$ cat src/rtl/adder_seq_chunked.sv
// Multi-cycle ripple adder: adds CHUNK bits of a WIDTH-bit operand pair per clock,
// with valid/ready handshakes, carry-out and signed-overflow reporting.
module adder_seq_chunked #(
  parameter int WIDTH = 8,
  parameter int CHUNK = 2
) (
  input  logic             clk,
  input  logic             rst,
  input  logic             in_valid,
  output logic             in_ready,
  input  logic [WIDTH-1:0] a,
  input  logic [WIDTH-1:0] b,
  input  logic             carry_in,
  output logic             out_valid,
  input  logic             out_ready,
  output logic [WIDTH-1:0] sum,
  output logic             carry_out,
  output logic             overflow
);

  localparam int N     = WIDTH / CHUNK;
  localparam int IDX_W = (N > 1) ? $clog2(N) : 1;
  localparam logic [IDX_W-1:0] LAST_IDX = IDX_W'(N - 1);

  typedef enum logic [1:0] {
    IDLE = 2'd0,
    BUSY = 2'd1,
    DONE = 2'd2
  } state_t;

  state_t           state, state_nxt;
  logic [IDX_W-1:0] idx;
  logic [WIDTH-1:0] a_p0, b_p0;
  logic             carry_p0;
  logic [WIDTH-1:0] sum_p1;
  logic             carry_out_p1;
  logic             overflow_p1;
  logic [CHUNK-1:0] a_chunk, b_chunk, s_chunk;
  logic             c_chunk;
  logic             accept;
  logic             last_chunk;

  // One chunk of the ripple: result carries at most CHUNK+1 bits.
  function automatic logic [CHUNK:0] add_chunk(input logic [CHUNK-1:0] x,
                                               input logic [CHUNK-1:0] y,
                                               input logic             ci);
    return {1'b0, x} + {1'b0, y} + {{CHUNK{1'b0}}, ci};
  endfunction

  // Two's-complement overflow: like-signed operands produce a differently-signed sum.
  function automatic logic signed_ovf(input logic sa, input logic sb, input logic ss);
    return (sa == sb) && (ss != sa);
  endfunction

  assign in_ready   = (state == IDLE) && !rst;
  assign accept     = in_valid && in_ready;
  assign last_chunk = (idx == LAST_IDX);
  assign out_valid  = (state == DONE);
  assign sum        = sum_p1;
  assign carry_out  = carry_out_p1;
  assign overflow   = overflow_p1;

  always_comb begin
    a_chunk = '0;
    b_chunk = '0;
    for (int k = 0; k < N; k++) begin
      if (idx == IDX_W'(k)) begin
        a_chunk = a_p0[k*CHUNK +: CHUNK];
        b_chunk = b_p0[k*CHUNK +: CHUNK];
      end
    end
    {c_chunk, s_chunk} = add_chunk(a_chunk, b_chunk, carry_p0);
  end

  always_comb begin
    state_nxt = state;
    case (state)
      IDLE:    if (accept) state_nxt = BUSY;
      BUSY:    if (last_chunk) state_nxt = DONE;
      DONE:    if (out_ready) state_nxt = IDLE;
      default: state_nxt = IDLE;
    endcase
  end

  // Stage p0: operand capture on the accept edge; later input changes are ignored.
  always_ff @(posedge clk) begin
    if (accept) begin
      a_p0 <= a;
      b_p0 <= b;
    end
  end

  // Stage p1: chunk-serial accumulation into the result registers.
  always_ff @(posedge clk) begin
    if (rst) begin
      state        <= IDLE;
      idx          <= '0;
      carry_p0     <= 1'b0;
      sum_p1       <= '0;
      carry_out_p1 <= 1'b0;
      overflow_p1  <= 1'b0;
    end else begin
      state <= state_nxt;
      case (state)
        IDLE: begin
          if (accept) begin
            carry_p0 <= carry_in;
            sum_p1   <= '0;
            idx      <= '0;
          end
        end
        BUSY: begin
          for (int k = 0; k < N; k++) begin
            if (idx == IDX_W'(k)) sum_p1[k*CHUNK +: CHUNK] <= s_chunk;
          end
          carry_p0 <= c_chunk;
          if (last_chunk) begin
            carry_out_p1 <= c_chunk;
            overflow_p1  <= signed_ovf(a_p0[WIDTH-1], b_p0[WIDTH-1], s_chunk[CHUNK-1]);
          end else begin
            idx <= idx + 1'b1;
          end
        end
        default: ;
      endcase
    end
  end

endmodule

$ cat config.mk
export PLATFORM = sky130hd
export DESIGN_NAME = adder_seq_chunked
export DESIGN_NICKNAME = d
export VERILOG_FILES = /design/src/rtl/adder_seq_chunked.sv
export SDC_FILE = /design/constraint.sdc
export NUM_CORES = 1
export LEC_CHECK = 0
export ABC_AREA = 1
export CAP_MARGIN = 40
export CORE_MARGIN = 8
export CORE_UTILIZATION = 49
export CTS_CLUSTER_DIAMETER = 100
export DETAILED_ROUTE_END_ITERATION = 10
export PLACE_DENSITY = 0.78
export SYNTH_ARGS = -nofsm -noshare
export SYNTH_HDL_FRONTEND = slang
export SYNTH_SLANG_ARGS = --single-unit
$ cat constraint.sdc
create_clock -name clk -period 3 [get_ports clk]
set_input_delay 0.45 -clock clk [delete_from_list [all_inputs] [get_ports clk]]
set_output_delay 0.45 -clock clk [all_outputs]
set_load 0.05 [all_outputs]
==> results of run 1 <==
final timing paths:
path / endpoint / slack (ns) / start
worst min register to register: carry_out$_SDFFE_PP0P_ / 0.48 / carry_out$_SDFFE_PP0P_
worst max-delay path: sum[7]$_SDFFE_PP0P_ / 0.42 / idx[0]$_SDFFE_PP0P_
worst max register to register: sum[7]$_SDFFE_PP0P_ / 0.42 / idx[0]$_SDFFE_PP0P_
worst min-delay path: carry_out$_SDFFE_PP0P_ / 0.48 / carry_out$_SDFFE_PP0P_
metrics by stage:
stage	hold WS, ns	std cells
6_report	0.480	242
5_1_grt	0.499	242
4_1_cts	0.484	242
3_5_place_dp	0.464	234
3_3_place_gp	0.451	234
2_1_floorplan	0.506	169
worst max-delay path: cells and delay by family (launching register included):
| kind | cells | cell delay (ns) |
|---|---|---|
| adders and majority gates | 3 | 1.01 |
| and+or+nand+nor | 4 | 0.44 |
| DFF | 1 | 0.36 |
| AOI/OAI and AO/OA | 2 | 0.36 |
| buffers and inverters | 4 | 0.35 |
logic make-up (layout without fill, tap and decap cells):
| logic type | count (synthesis) | count (layout) | share of synthesized area |
|---|---|---|---|
| compound gates | 22 | 22 | 0.0892 |
| flops | 31 | 31 | 0.530 |
| buf+inv | 28 | 68 | 0.0731 |
| fa+ha+maj | 6 | 6 | 0.0612 |
| simple gates | 82 | 82 | 0.246 |
report_power, final:
group	leakage, µW	switching, µW	internal [µW]
sequential	0.000272	13.7	473
combinational	0.000522	161	106
clock	0.0000297	137	87.7
total	0.000824	312	667
area by class of cell:
type,instances,area (µm²),area share
Multi-Input combinational cell,110,584,0.309
Clock buffer,6,41.3,0.0219
Tap cell,33,41.3,0.0219
Sequential cell,31,781,0.413
Inverter,26,97.6,0.0517
Clock inverter,2,8.76,0.00464
Timing Repair Buffer,34,335,0.177
registers in the layout (all words and copies together), names as in the netlist:
| signal | flops |
|---|---|
| carry_p0 | 1 |
| b_p0 | 8 |
| overflow | 1 |
| idx | 2 |
| carry_out | 1 |
| a_p0 | 8 |
| state | 2 |
| sum | 8 |
cell usage in the layout (no fill, tap or decap):
master,instances
edfxtp_1,16
clkbuf_1,1
nand2_1,31
a21oi_1,11
a22oi_1,1
nor2_1,29
nand4_1,1
nand3_1,15
buf_4,2
a21o_1,2
dfxtp_1,15
nand2_2,1
nand2_4,2
nand3_2,1
o21ai_0,6
o21bai_1,1
nor2_2,1
o21ai_4,1
fa_1,2
clkinv_1,1
ha_1,4
clkdlybuf4s50_1,32
inv_1,24
clkinv_2,1
inv_2,2
clkbuf_4,5
nor2_4,1
routing by layer:
layer | vias up | wire [µm] | track usage
met5 | - | 0 | 0
met4 | 0 | 106 | 0.0739
met3 | 11 | 207 | 0.0650
met2 | 36 | 1560 | 0.238
met1 | 563 | 1260 | 0.126
li1 | 624 | - | -
==> results.toml, run 1 <==
[die]
core_mm2 = 0.00295
ioPinCount = 33
initial_core_util = 0.499
die-area_mm2 = 0.00502
fp-row-count = 20
die_h_um = 70.8
die_w_um = 70.8

[layout]
design_area_mm2 = 0.00189
layout.nets = 235
syn_to_final_growth_pct = 28.3
final_util = 0.640
drive_gt1_frac = 0.0813
antenna_cells = 0
nFillCells = 263

[setup_path]
cp_common_cell = "inv_1"
crit_required_ns = 3.27
worstPathMaxFanout = 6
endpoint_kind = "register"
crit_path_max_incr_delay_ns = 0.53
critPathKind = "register to register"
crit_path_top_delay_cell = "fa_1"
reg2reg_depth = 13
crit_chain = "inv_1, ha_1, inv_1, nor2_1, nor2_1, a22oi_1, fa_1, inv_1, fa_1, inv_1, nor2_1, nand3_1, a21oi_1"
cp.arrival_ns = 2.85
start_kind = "register"

[sta]
setup_violations = 0
slew_violations = 0
fin_tns_setup_ns = 0
fin_skew_ns = 0.0126
hold_violations = 0
finalCritPeriodShare = 0.861
grt_setup_unrepaired = "no"
setup_slack_ns = 0.418
period_needed_ns = 2.58
worstMarginPinSlew_ns = 0.546
clock.fmax_mhz = 387
slew_headroom = 0.636

[logic_synthesis]
ys_warn_count = 0
synth_fp_nets = 196
yosysTopAreaCellShare = 0.326
postSynth.asyncResetShare = 0
synthesis.area_mm2 = 0.00147
synthFlopType = "edfxtp_1"
yosys.area.top_type = "edfxtp_1"
synth_edf_count = 16
synth-seq-cells = 31
avgSynthCellArea_um2 = 8.71
synthTopCellsByCount = "nand2_1, nor2_1, inv_1"
yosysSeqAreaShare = 0.530
syn_inst = 169
yosys-top-cells-area = "edfxtp_1, dfxtp_1, nand2_1"
yosysUniqueCellTypes = 22
synth_most_common_cell = "nand2_1"

[job]
max-cap-violations = 0

[placement]
dpl_cell_area_mm2 = 0.00184
io_buffers = 32
pre_cts_slack_ns = 0.483
place_hpwl_um = 2490
place_congestion = 0.916

[drt]
routed-via-count = 1234
drtIter0Drc = 59
wire_per_inst_um = 12.9
dr.pass1.iters = 4
drc = 0
avgViaCountPerCell = 5.10
postRouteAntennaNets = 0
wl_um = 3130

[clocking]
clk_latency_ns = 0.34
hold_buffers = 0
cts_tree = "built"
postCtsResizedCells = 0
cts_made_buffers = 5
clock_path_buffers = 2
cts_max_level = 2
clkTransAtPathRegs_ns = 0.10
cts_setup_buffers = 0
cts_num_sinks = 31
cts-root-buf = "clkbuf_4"

[global_route]
overflow = 0
grt_pass1_vias = 1288
grt_first_pass_wirelength_um = 5350
track_usage = 0.135
antenna_found_initial = 0
grt_max_degree = 17

[power]
ir_drop_uv = 301
leakage_uw = 0.000824
power_density_mw_per_mm2 = 518
p_total_uw = 979

[hold_path]
hold_depth = 2
min_path_type = "register to register"

[status]
status = "finished, final reports clean"
(Power assumes the default switching activity.)
==> inputs of run 2 (changes only) <==
- GPL_ROUTABILITY_DRIVEN: not set -> 0
==> results of run 2 <==
Final layout, timing and power as in run 1 (identical DEF).
